### src/rtl/input_debouncer.sv
// Two-flop synchronizer followed by a whole-word debouncer: the synchronized word must
// hold steady for DEBOUNCE_CYCLES cycles before it is committed to device_values.
module input_debouncer #(
    parameter int WIDTH           = 32,
    parameter int DEBOUNCE_CYCLES = 4
) (
    input  logic             clk,
    input  logic             reset_n,
    input  logic [WIDTH-1:0] raw_in,
    input  logic             ack,
    output logic [WIDTH-1:0] device_values,
    output logic             changed,
    output logic             stable
);

    localparam logic [7:0] CNT_LAST = 8'(DEBOUNCE_CYCLES - 1);

    logic [WIDTH-1:0] sync1;
    logic [WIDTH-1:0] sync2;
    logic [WIDTH-1:0] cand;
    logic [7:0]       cnt;
    logic             cand_match;
    logic             cnt_done;
    logic             commit;

    assign cand_match = (sync2 == cand);
    assign cnt_done   = (cnt == CNT_LAST);
    assign commit     = cand_match && cnt_done && (cand != device_values);

    always_ff @(posedge clk or negedge reset_n) begin
        if (!reset_n) begin
            sync1 <= '0;
            sync2 <= '0;
        end else begin
            sync1 <= raw_in;
            sync2 <= sync1;
        end
    end

    // Any disagreement with the candidate restarts the count; agreement counts up and saturates.
    always_ff @(posedge clk or negedge reset_n) begin
        if (!reset_n) begin
            cand <= '0;
            cnt  <= '0;
        end else if (!cand_match) begin
            cand <= sync2;
            cnt  <= '0;
        end else if (cnt < CNT_LAST) begin
            cnt <= cnt + 8'd1;
        end
    end

    // A commit setting changed takes priority over a same-edge ack clearing it.
    always_ff @(posedge clk or negedge reset_n) begin
        if (!reset_n) begin
            device_values <= '0;
            changed       <= 1'b0;
        end else if (commit) begin
            device_values <= cand;
            changed       <= 1'b1;
        end else if (ack) begin
            changed <= 1'b0;
        end
    end

    assign stable = (sync2 == device_values) && cnt_done && cand_match;

endmodule

### config.mk
export PLATFORM = sky130hd
export DESIGN_NAME = input_debouncer
export DESIGN_NICKNAME = d
export VERILOG_FILES = /design/src/rtl/input_debouncer.sv
export SDC_FILE = /design/constraint.sdc
export NUM_CORES = 1
export LEC_CHECK = 0
export ABC_AREA = 1
export CELL_PAD_IN_SITES_DETAIL_PLACEMENT = 0
export CELL_PAD_IN_SITES_GLOBAL_PLACEMENT = 1
export CORE_MARGIN = 1
export CORE_UTILIZATION = 39
export DETAILED_ROUTE_END_ITERATION = 10
export GPL_ROUTABILITY_DRIVEN = 0
export PLACE_DENSITY_LB_ADDON = 0.15
export SETUP_SLACK_MARGIN = 0.5
export SYNTH_ARGS = -nofsm -noshare
export SYNTH_HDL_FRONTEND = slang
export SYNTH_SLANG_ARGS = --single-unit
### constraint.sdc
create_clock -name clk -period 1.4 [get_ports clk]
set_input_delay 0.21 -clock clk [delete_from_list [all_inputs] [get_ports clk]]
set_output_delay 0.21 -clock clk [all_outputs]
set_load 0.02 [all_outputs]
==> key figures, run 1 <==
Synth
  • Synthesized flop and latch total: 137
  • Synth cell types: 24
  • Ys async rst share: 1.000
  • XOR/XNOR Fraction of Synth Area: 0.1040
  • Syn Inst Count: 574
  • Average cell area after synthesis: 9.831 sq um
  • Cell with the most instances after synthesis: nand2_1
  • Synth Area in Simple Gates: 0.2140
  • Post-Synth Adder-Cell Area: 0.002217
  • Post-synth EDFFs: 0
  • Ranking of synthesized cells by area: dfrtp_1 (61%), nand2_1 (11%), xnor2_1 (7.9%)
  • Post-synthesis compound-gate area fraction: 0.005100
  • Yosys Warn Count: 0
  • Area leader, netlist: dfrtp_1
  • Cell Area, Synth: 5643 sq um
  • Largest family of logic cells by synthesized area: simple AND/OR/NAND/NOR gates
  • Multiplexer area fraction after synthesis: 0
  • Synth top area share: 0.6075
  • Net Count, Synth: 610
  • Ys flop type: dfrtp_1
  • Most frequent cells after synthesis: nand2_1 (171), dfrtp_1 (137), xnor2_1 (51)
  • Sequential cell area fraction in the yosys report: 0.6075

Power
  • Max IR drop VDD: 0.9085 mV
  • Static Leak: 0.003996 uW
  • Switching power share of the total: 0.2304
  • Combinational share of power: 0.063
  • Clk pwr share: 0.480
  • Flop pwr share: 0.457
  • P_int: 7094 uW
  • Pwr/cell area: 1089 nW/um^2
  • Net switching power: 2124 uW

Run
  • Max-capacitance violation count: 0

Critical path
  • Worst reg-to-reg setup slack: -0.66 ns
  • Worst EP required: 1.19 ns
  • CP endpoint kind: output port
  • R2R Path Start: sync2[28]
  • Worst Path Arrival: 1.93 ns
  • Worst-path fanout max: 2
  • Type of origin of the critical path: register
  • R2R cell count: 13
  • Setup CP Type: reg2out
  • Reg2Reg Capture Point: device_values[18]

Die
  • Core area: 13990 sq um
  • Number of placed I/O pins: 69
  • Initial core utilization: 0.4034
  • Die area: 14950 sq um
  • Die Y-Extent: 122.3 um
  • Core Rows: 43
  • Die X-Extent: 122.3 um

Drt
  • Vias per cell: 4.640
  • Final WL: 14.64 mm
  • # DRC: 0
  • Wire per inst: 15.90 um
  • 1st-pass router iterations: 4
  • Initial drt markers: 187
  • Via total after detailed routing: 4273
  • Antenna viol nets, final: 0

Timing
  • RSZ-0062 raised after global routing: true
  • Final slew viol count: 0
  • Setup WS post-layout: -0.7352 ns
  • Fmax: 468.4 MHz
  • Final setup violation count: 43
  • Fin crit period: 2.135 ns
  • Period utilisation layout: 1.525
  • Worst slew pin tran: 0.3464 ns
  • Max Clock Skew: 0.006965 ns
  • Slew margin rel.: 0.7691
  • Smallest hold slack: 0.2204 ns
  • Final hold violation count: 0

GRT
  • Top Usage Layer GRT: met2
  • Initial antenna violation count: 0
  • First-pass GRT wire length: 22.76 mm
  • Met1 Track Usage GR: 0.2763
  • Total gr overflow: 0
  • Vias in the first global route: 4370
  • GR Util met3: 0.05855
  • GR met2 Demand/Resource: 0.3287
  • Total track usage: 0.2072
  • Maximum number of pins on one net before global-route repair: 36

Placement
  • DP HPWL: 9.393 mm
  • Dpl ws: -0.8776 ns
  • # port buffers: 68

Clock tree
  • Clock-pin slew on the worst setup and hold paths: 0.06 ns
  • CTS sink count: 137
  • CTS Buf Count: 17
  • CTS tree: yes
  • Clock buffer depth: 2
  • CTS H-Tree Depth: 4
  • Clock root buffer master: clkbuf_16
  • Worst-skew pair later-pin latency: 0.42 ns

Outcome
  • Violated checks: negative setup slack
  • Status: complete, but fails checks

Min path
  • WHS Endpoint: sync1[14]
  • HP Class: in2reg
  • Hold Startpoint: raw_in[14]
  • Worst Hold Depth: 1

Final layout
  • Share of cells above drive strength 1: 0.3846
  • Ant. Diodes: 0
  • Layout area overhead: 49.98%
  • NumNets Final: 764
routing by layer:
metal | vias to the layer above | wire, um
met1 | 2108 | 6493
met2 | 79 | 7382
met3 | 14 | 583
li1 | 2072 | -
met4 | 0 | 184
met5 | - | 0
state kept, by name (all words and copies together), names as in the netlist:
register and count:
device_values 32, sync1 32, changed 1, cnt 8, cand 32, sync2 32
metrics by stage:
step	power, uW	util	instance area, sq um	cells	setup TNS, ns
6_report	9217	0.6050	8463	921	-23.58
5_1_grt	9596	0.6050	8463	921	-27.92
4_1_cts	9311	0.5721	8003	908	-22.89
3_3_place_gp	4824	0.5118	7159	874	-22.58
2_1_floorplan	4483	-	5698	574	-5.121
3_5_place_dp	4838	0.5118	7159	874	-22.25
power by group through the flow:
stage	Combinational [uW]	Sequential [uW]	Clock, uW
after global placement	552	4270	0
after global routing	650	4230	4720
after detailed placement	559	4280	0
final	582	4210	4420
after floorplan	215	4270	0
after CTS	580	4210	4520
placed cells by master, fill, tap and decap left out, drive strengths merged, types with 2 or more instances in the layout:
cell / netlist / routed
buf: 6 / 140
clkdlybuf4s50: 0 / 33
nor3: 4 / 4
xor2: 16 / 16
or2: 3 / 3
clkinvlp: 0 / 3
inv: 48 / 50
clkbuf: 38 / 24
nor2: 46 / 46
bufinv: 0 / 2
xnor2: 51 / 51
nand2: 173 / 173
clkinv: 0 / 6
nor3b: 6 / 6
nand4: 40 / 40
dfrtp: 137 / 137
how the worst max path moves through the flow:
stage                      startpoint               end  cells past startpoint
global route                 sync2[5]            stable                     10
floorplan                   sync2[13]  device_values[6]                     10
CTS                  device_values[5]            stable                      6
global placement            sync2[15]            stable                      7
finish              device_values[28]            stable                      6
detailed placement          sync2[15]            stable                      7
kinds of logic (layout without fill, tap and decap cells):
group           Yosys count  count (layout)
simple gates            273             273
flops                   137             137
compound gates            4               4
xor+xnor                 67              67
fa+ha+maj                 1               1
buf+inv                  92             259
critical path: stages, from the launching register on:
cell	delay (ns)
dfrtp_2	0.43
xnor2_2	0.18
nand4_1	0.19
nor3_2	0.24
nand4_1	0.18
nor2_4	0.16
buf_6	0.12
cell type report:
type | instances | area, sq um
Clock buffer | 19 | 442.9
Clock inverter | 13 | 145.1
Fill cell | 1178 | 5525
Inverter | 48 | 180.2
Multi-Input combinational cell | 345 | 2125
Sequential cell | 137 | 3465
Tap cell | 180 | 225.2
Timing Repair Buffer | 179 | 1881
what timing repair did:
action / in CTS / in global routing
pin swaps: 10 / 17
hold buffers: 1 / 0
cloned: 0 / 4
endpoints found under the hold margin: 30 / 0
setup endpoints to repair: 75 / 77
gates resized for setup: 249 / 84
setup buffers: 1 / 9
(Power assumes the default switching activity.)
==> inputs of run 2 (changes only) <==
Settings changed: CORE_MARGIN 1 to not set, GPL_TIMING_DRIVEN set to 0, PLACE_DENSITY set to 0.81, PLACE_DENSITY_LB_ADDON 0.15 to not set.
==> run 2 against run 1 <==
- the run ends with negative hold slack, negative setup slack left
- clock-buffer cell count up 1
- total power grew 0.98%
- maximum frequency decreased by 2.6%
- core utilization fell by 4.7 points
- clock skew rose by 0.0058 ns
- routed wire length down 11%
- non-clock buffer count decreased by 25
- sequential power about the same
- highest routed layer unchanged
==> key figures, run 2 (synthesis results as in run 1) <==
Critical path
  • Worst Path Arrival: 1.98 ns
  • Worst-path fanout max: 4
  • Slowest CP cell: dfrtp_1
  • CP top delay family: simple AND/OR/NAND/NOR gates
  • Slowest stage delay, CP: 0.42 ns
  • Setup CP Type: reg2out
  • Worst path bufs/invs: 1
  • Worst reg-to-reg setup slack: -0.77 ns
  • Critical path, cell by cell: nor2_1 -> nor2_1 -> nor2_2 -> nand2_1 -> nor2_2 -> nand2_2 -> nor2_8 -> nand2_1 -> nor2_4 -> buf_6
  • Type of origin of the critical path: register
  • Worst EP required: 1.19 ns
  • CP endpoint kind: output port

Timing
  • Period utilisation layout: 1.567
  • Max Clock Skew: 0.01280 ns
  • Worst slew pin tran: 0.6860 ns
  • Fmax: 456.0 MHz
  • RSZ-0062 raised after global routing: true
  • Slew margin rel.: 0.5427
  • Setup_tns: -28.17 ns
  • Fin crit period: 2.193 ns
  • Setup WS post-layout: -0.7932 ns
  • Smallest hold slack: -0.2123 ns
  • Final setup violation count: 42
  • Final slew viol count: 0
  • Final hold violation count: 71

Drt
  • Via total after detailed routing: 4152
  • Initial drt markers: 262
  • Vias per cell: 4.634
  • # DRC: 0
  • 1st-pass router iterations: 5
  • Wire per inst: 14.50 um
  • Antenna viol nets, final: 0
  • Final WL: 12.99 mm

Clock tree
  • CTS H-Tree Depth: 4
  • Worst-skew pair later-pin latency: 0.43 ns
  • Clock buffer depth: 2
  • CTS tree: yes
  • CTS Buf Count: 17
  • Clock root buffer master: clkbuf_16
  • Clock-pin slew on the worst setup and hold paths: 0.06 ns
  • CTS sink count: 137

GRT
  • Vias in the first global route: 4285
  • Total track usage: 0.1933
  • Initial antenna violation count: 0
  • Maximum number of pins on one net before global-route repair: 73
  • Total gr overflow: 0
  • First-pass GRT wire length: 21.37 mm

Placement
  • Dpl ws: -1.050 ns
  • # port buffers: 68
  • DP HPWL: 8.322 mm
  • Dpl cells: 823

Die
  • Die Y-Extent: 122.3 um
  • Core Rows: 43
  • Core area: 13990 sq um
  • Initial core utilization: 0.4034
  • Number of placed I/O pins: 69
  • Die X-Extent: 122.3 um
  • Die area: 14950 sq um

Power
  • Max IR drop VDD: 0.9014 mV
  • Pwr/cell area: 1192 nW/um^2
  • Static Leak: 0.003663 uW

Final layout
  • NumNets Final: 739
  • Post-Layout Cell Count: 896
  • Finished Core Util: 0.5582
  • Ant. Diodes: 0
  • Layout area overhead: 38.38%
  • Share of cells above drive strength 1: 0.2598
  • Most common cell after layout, fill and taps aside: nand2_1
  • Most frequent cells in the layout: nand2_1 (162), dfrtp_1 (107), xnor2_1 (48)

Run
  • Max-capacitance violation count: 0

Min path
  • HP Class: in2async

Outcome
  • Violated checks: negative hold slack, negative setup slack
  • Status: complete, but fails checks
## run 2: changes by cell type in the layout (fill, tap and decap cells not counted), moves of 4 or more
cell	delta
buf_2	+10
nand2_4	-7
nand2_2	-24
clkbuf_1	+36
nand2_1	+31
buf_16	+4
xnor2_2	-4
buf_4	-30
buf_6	-39
xnor2_1	+5
clkbuf_16	-4
## run 2: routing by layer
metal  track usage  share of wire
met1        0.2406           0.43
met2        0.3129           0.50
met3       0.05762          0.057
met4       0.08079          0.020
met5             0              0
## run 2: area by class of cell
cell class	count	area, sq um
fill	1208	6180
sequential	137	3466
timing repair buffer	110	1125
tap	180	225.2
buffer	44	234.0
multi-input combinational	345	1967
clock inverter	12	165.2
clock buffer	20	446.7
inverter	48	180.2
## run 2: final timing paths
path	to	startpoint	cells after the start
min in group clk	sync1[17]	raw_in[17]	1
worst max register to register	device_values[21]	cand[19]	15
worst min-delay path	sync1[6]	reset_n	1
worst max-delay path	stable	cand[19]	10
max in group asynchronous	device_values[25]	reset_n	2
worst min register to register	sync2[14]	sync1[14]	0
## run 2: through the flow
stage               instance area (sq um)  power [uW]
finish                               7809        9308
global route                         7809        9684
CTS                                  7581        9405
detailed placement                   6633        4745
global placement                     6604        4721
floorplan                            5698        4483
## run 2: report_power, final
| group | total, uW | leakage [uW] | internal [uW] | switching (uW) |
|---|---|---|---|---|
| Clock | 4610 | 0.000288 | 2870 | 1740 |
| Combinational | 473 | 0.00173 | 243 | 230 |
| Sequential | 4230 | 0.00164 | 4100 | 124 |
| Total | 9310 | 0.00366 | 7210 | 2090 |
## run 2: worst register-to-register path: cells and delay by family (launching register included)
family,cells,cell delay (ns)
and+or+nand+nor,10,1.07
buffers and inverters,5,0.56
DFF,1,0.42
## run 2: what timing repair did
action / 4_1_cts / 5_1_grt
pin swaps: 16 / 9
setup endpoints to repair: 75 / 75
setup buffers: 23 / 15
endpoints found under the hold margin: 71 / 71
cloned: 3 / 0
resized for setup: 201 / 37
==> inputs of run 3 (changes only) <==
Settings changed: CORE_UTILIZATION 39 to 45, PLACE_DENSITY 0.81 to 0.87.
Clock period 1.4 ns to 2.7 ns, I/O delays scaled along.
==> run 3 against run 2 <==
- the flow now finishes without violations
- via count is 3.7% lower
- largest cell class unchanged
- clock-buffer cell count increased by 2
- global-route usage grew 1.8 points
- cell count is 4.2% lower
- combinational power decreased by 47%
- flip-flop and latch count did not move
- core utilization grew 4.4 points
- sequential power fell by 48%
- clock skew fell by 0.0069 ns
- design area fell by 6.6%
==> key figures, run 3 (synthesis results as in run 1) <==
Outcome
  • Status: finished clean

Final layout
  • Layout area overhead: 29.29%
  • Ant. Diodes: 0
  • Fillers: 1043
  • NumNets Final: 715
  • Finished Core Util: 0.6024
  • Most common cell after layout, fill and taps aside: nand2_1
  • Share of cells above drive strength 1: 0.1101
  • Register Area: 3428 sq um
  • Most frequent cells in the layout: nand2_1 (170), dfrtp_1 (137), clkdlybuf4s50_1 (66)
  • Multi-input gate area: 1886 sq um

Power
  • Max IR drop VDD: 0.4855 mV
  • Pwr/cell area: 622.6 nW/um^2
  • Static Leak: 0.003418 uW

Die
  • Die area: 12990 sq um
  • Die X-Extent: 114.0 um
  • Die Y-Extent: 114.0 um
  • Core area: 12110 sq um
  • Core Rows: 40
  • Initial core utilization: 0.4659
  • Number of placed I/O pins: 69

Drt
  • Vias per cell: 4.662
  • # DRC: 0
  • Final WL: 12.04 mm
  • Via total after detailed routing: 4000
  • 1st-pass router iterations: 4
  • Antenna viol nets, final: 0
  • Initial drt markers: 218
  • Wire per inst: 14.03 um

Timing
  • Final setup violation count: 0
  • Setup WS post-layout: 0.3733 ns
  • Fmax: 429.8 MHz
  • Fin crit period: 2.327 ns
  • Max Clock Skew: 0.005930 ns
  • Period utilisation layout: 0.8617
  • Slew margin rel.: 0.5995
  • RSZ-0062 raised after global routing: true
  • Final slew viol count: 0
  • Worst slew pin tran: 0.6007 ns
  • Final hold violation count: 0

Critical path
  • Type of origin of the critical path: register
  • Setup CP Type: reg2out
  • Slowest CP cell: dfrtp_1
  • Worst Path Arrival: 1.92 ns
  • Most used cell along the critical path: nand4_1
  • Worst reg-to-reg setup slack: 0.70 ns
  • Worst-path fanout max: 2
  • CP top delay family: simple AND/OR/NAND/NOR gates
  • Worst path bufs/invs: 2
  • CP endpoint kind: output port
  • R2R Path Start: cand[18]
  • Worst EP required: 2.30 ns
  • Slowest stage delay, CP: 0.40 ns
  • Crit path launch: sync2[29]
  • Critical path, cell by cell: buf_4 -> xnor2_1 -> nand4_1 -> nor2_1 -> nand4_1 -> nor2_4 -> buf_6

Min path
  • Hold Startpoint: sync1[18]
  • HP Class: reg2reg

Placement
  • # port buffers: 68
  • Dpl ws: -0.02493 ns
  • DP HPWL: 8.210 mm

GRT
  • Vias in the first global route: 4086
  • First-pass GRT wire length: 20.25 mm
  • Maximum number of pins on one net before global-route repair: 84
  • Total gr overflow: 0
  • Initial antenna violation count: 0
  • Total track usage: 0.2109

Clock tree
  • CTS H-Tree Depth: 4
  • CTS Buf Count: 17
  • Clock buffer depth: 2
  • Worst-skew pair later-pin latency: 0.42 ns
  • CTS tree: yes
  • CTS sink count: 137
  • Clock-pin slew on the worst setup and hold paths: 0.06 ns
  • Clock root buffer master: clkbuf_16

Run
  • Max-capacitance violation count: 0
==> run 3: layout make-up <==
cell class | instances | area share
well taps | 168 | 0.02881
clock inverters | 8 | 0.01012
clock buffers | 22 | 0.06363
repair buffers | 86 | 0.1158
flip-flops and latches | 137 | 0.4699
inverters | 48 | 0.02470
plain buffers | 44 | 0.02864
multi-input cells | 345 | 0.2584
==> run 3: routing by layer <==
layer	wire length (um)	GRT usage	share of wire	up-vias
li1	-	-	-	1961
met1	5346	0.2643	0.44	1941
met2	5910	0.3410	0.49	81
met3	586	0.06695	0.049	17
met4	195	0.08225	0.016	0
met5	0	0	0	-
==> run 3: timing repair <==
item / CTS / global route
gates resized for setup: 21 / 0
buffers inserted: 16 / 0
pin swaps: 17 / 0
hold buffers: 1 / 0
hold endpoints to repair: 54 / 0
endpoints found under the setup margin: 1 / 1
==> run 3: path summary, 6_finish.rpt <==
kind | end | depth (start not counted)
max in group asynchronous | cand[8] | 3
hold reg to reg | sync2[18] | 0
hold / removal | sync2[18] | 0
setup / recovery | stable | 7
min in group asynchronous | sync1[26] | 2
setup reg to reg | device_values[26] | 10
==> run 3: per-stage QoR <==
stage / hold WS (ns) / instances / power, uW / area [sq um] / TNS (ns)
final: 0.3456 / 858 / 4543 / 7296 / 0
after global routing: 0.3506 / 858 / 4730 / 7296 / 0
after CTS: 0.3483 / 858 / 4603 / 7296 / 0
after detailed placement: 0.3347 / 811 / 2459 / 6563 / -0.02493
after global placement: 0.3314 / 810 / 2446 / 6534 / -549.35
after floorplan: 0.1094 / 574 / 2325 / 5643 / 0
==> run 3: where the power goes <==
part	leakage (uW)	total, uW	switching (uW)	internal, uW
clock	0.000262	2100	806	1300
combinational	0.00146	249	120	129
sequential	0.00169	2190	64.1	2130
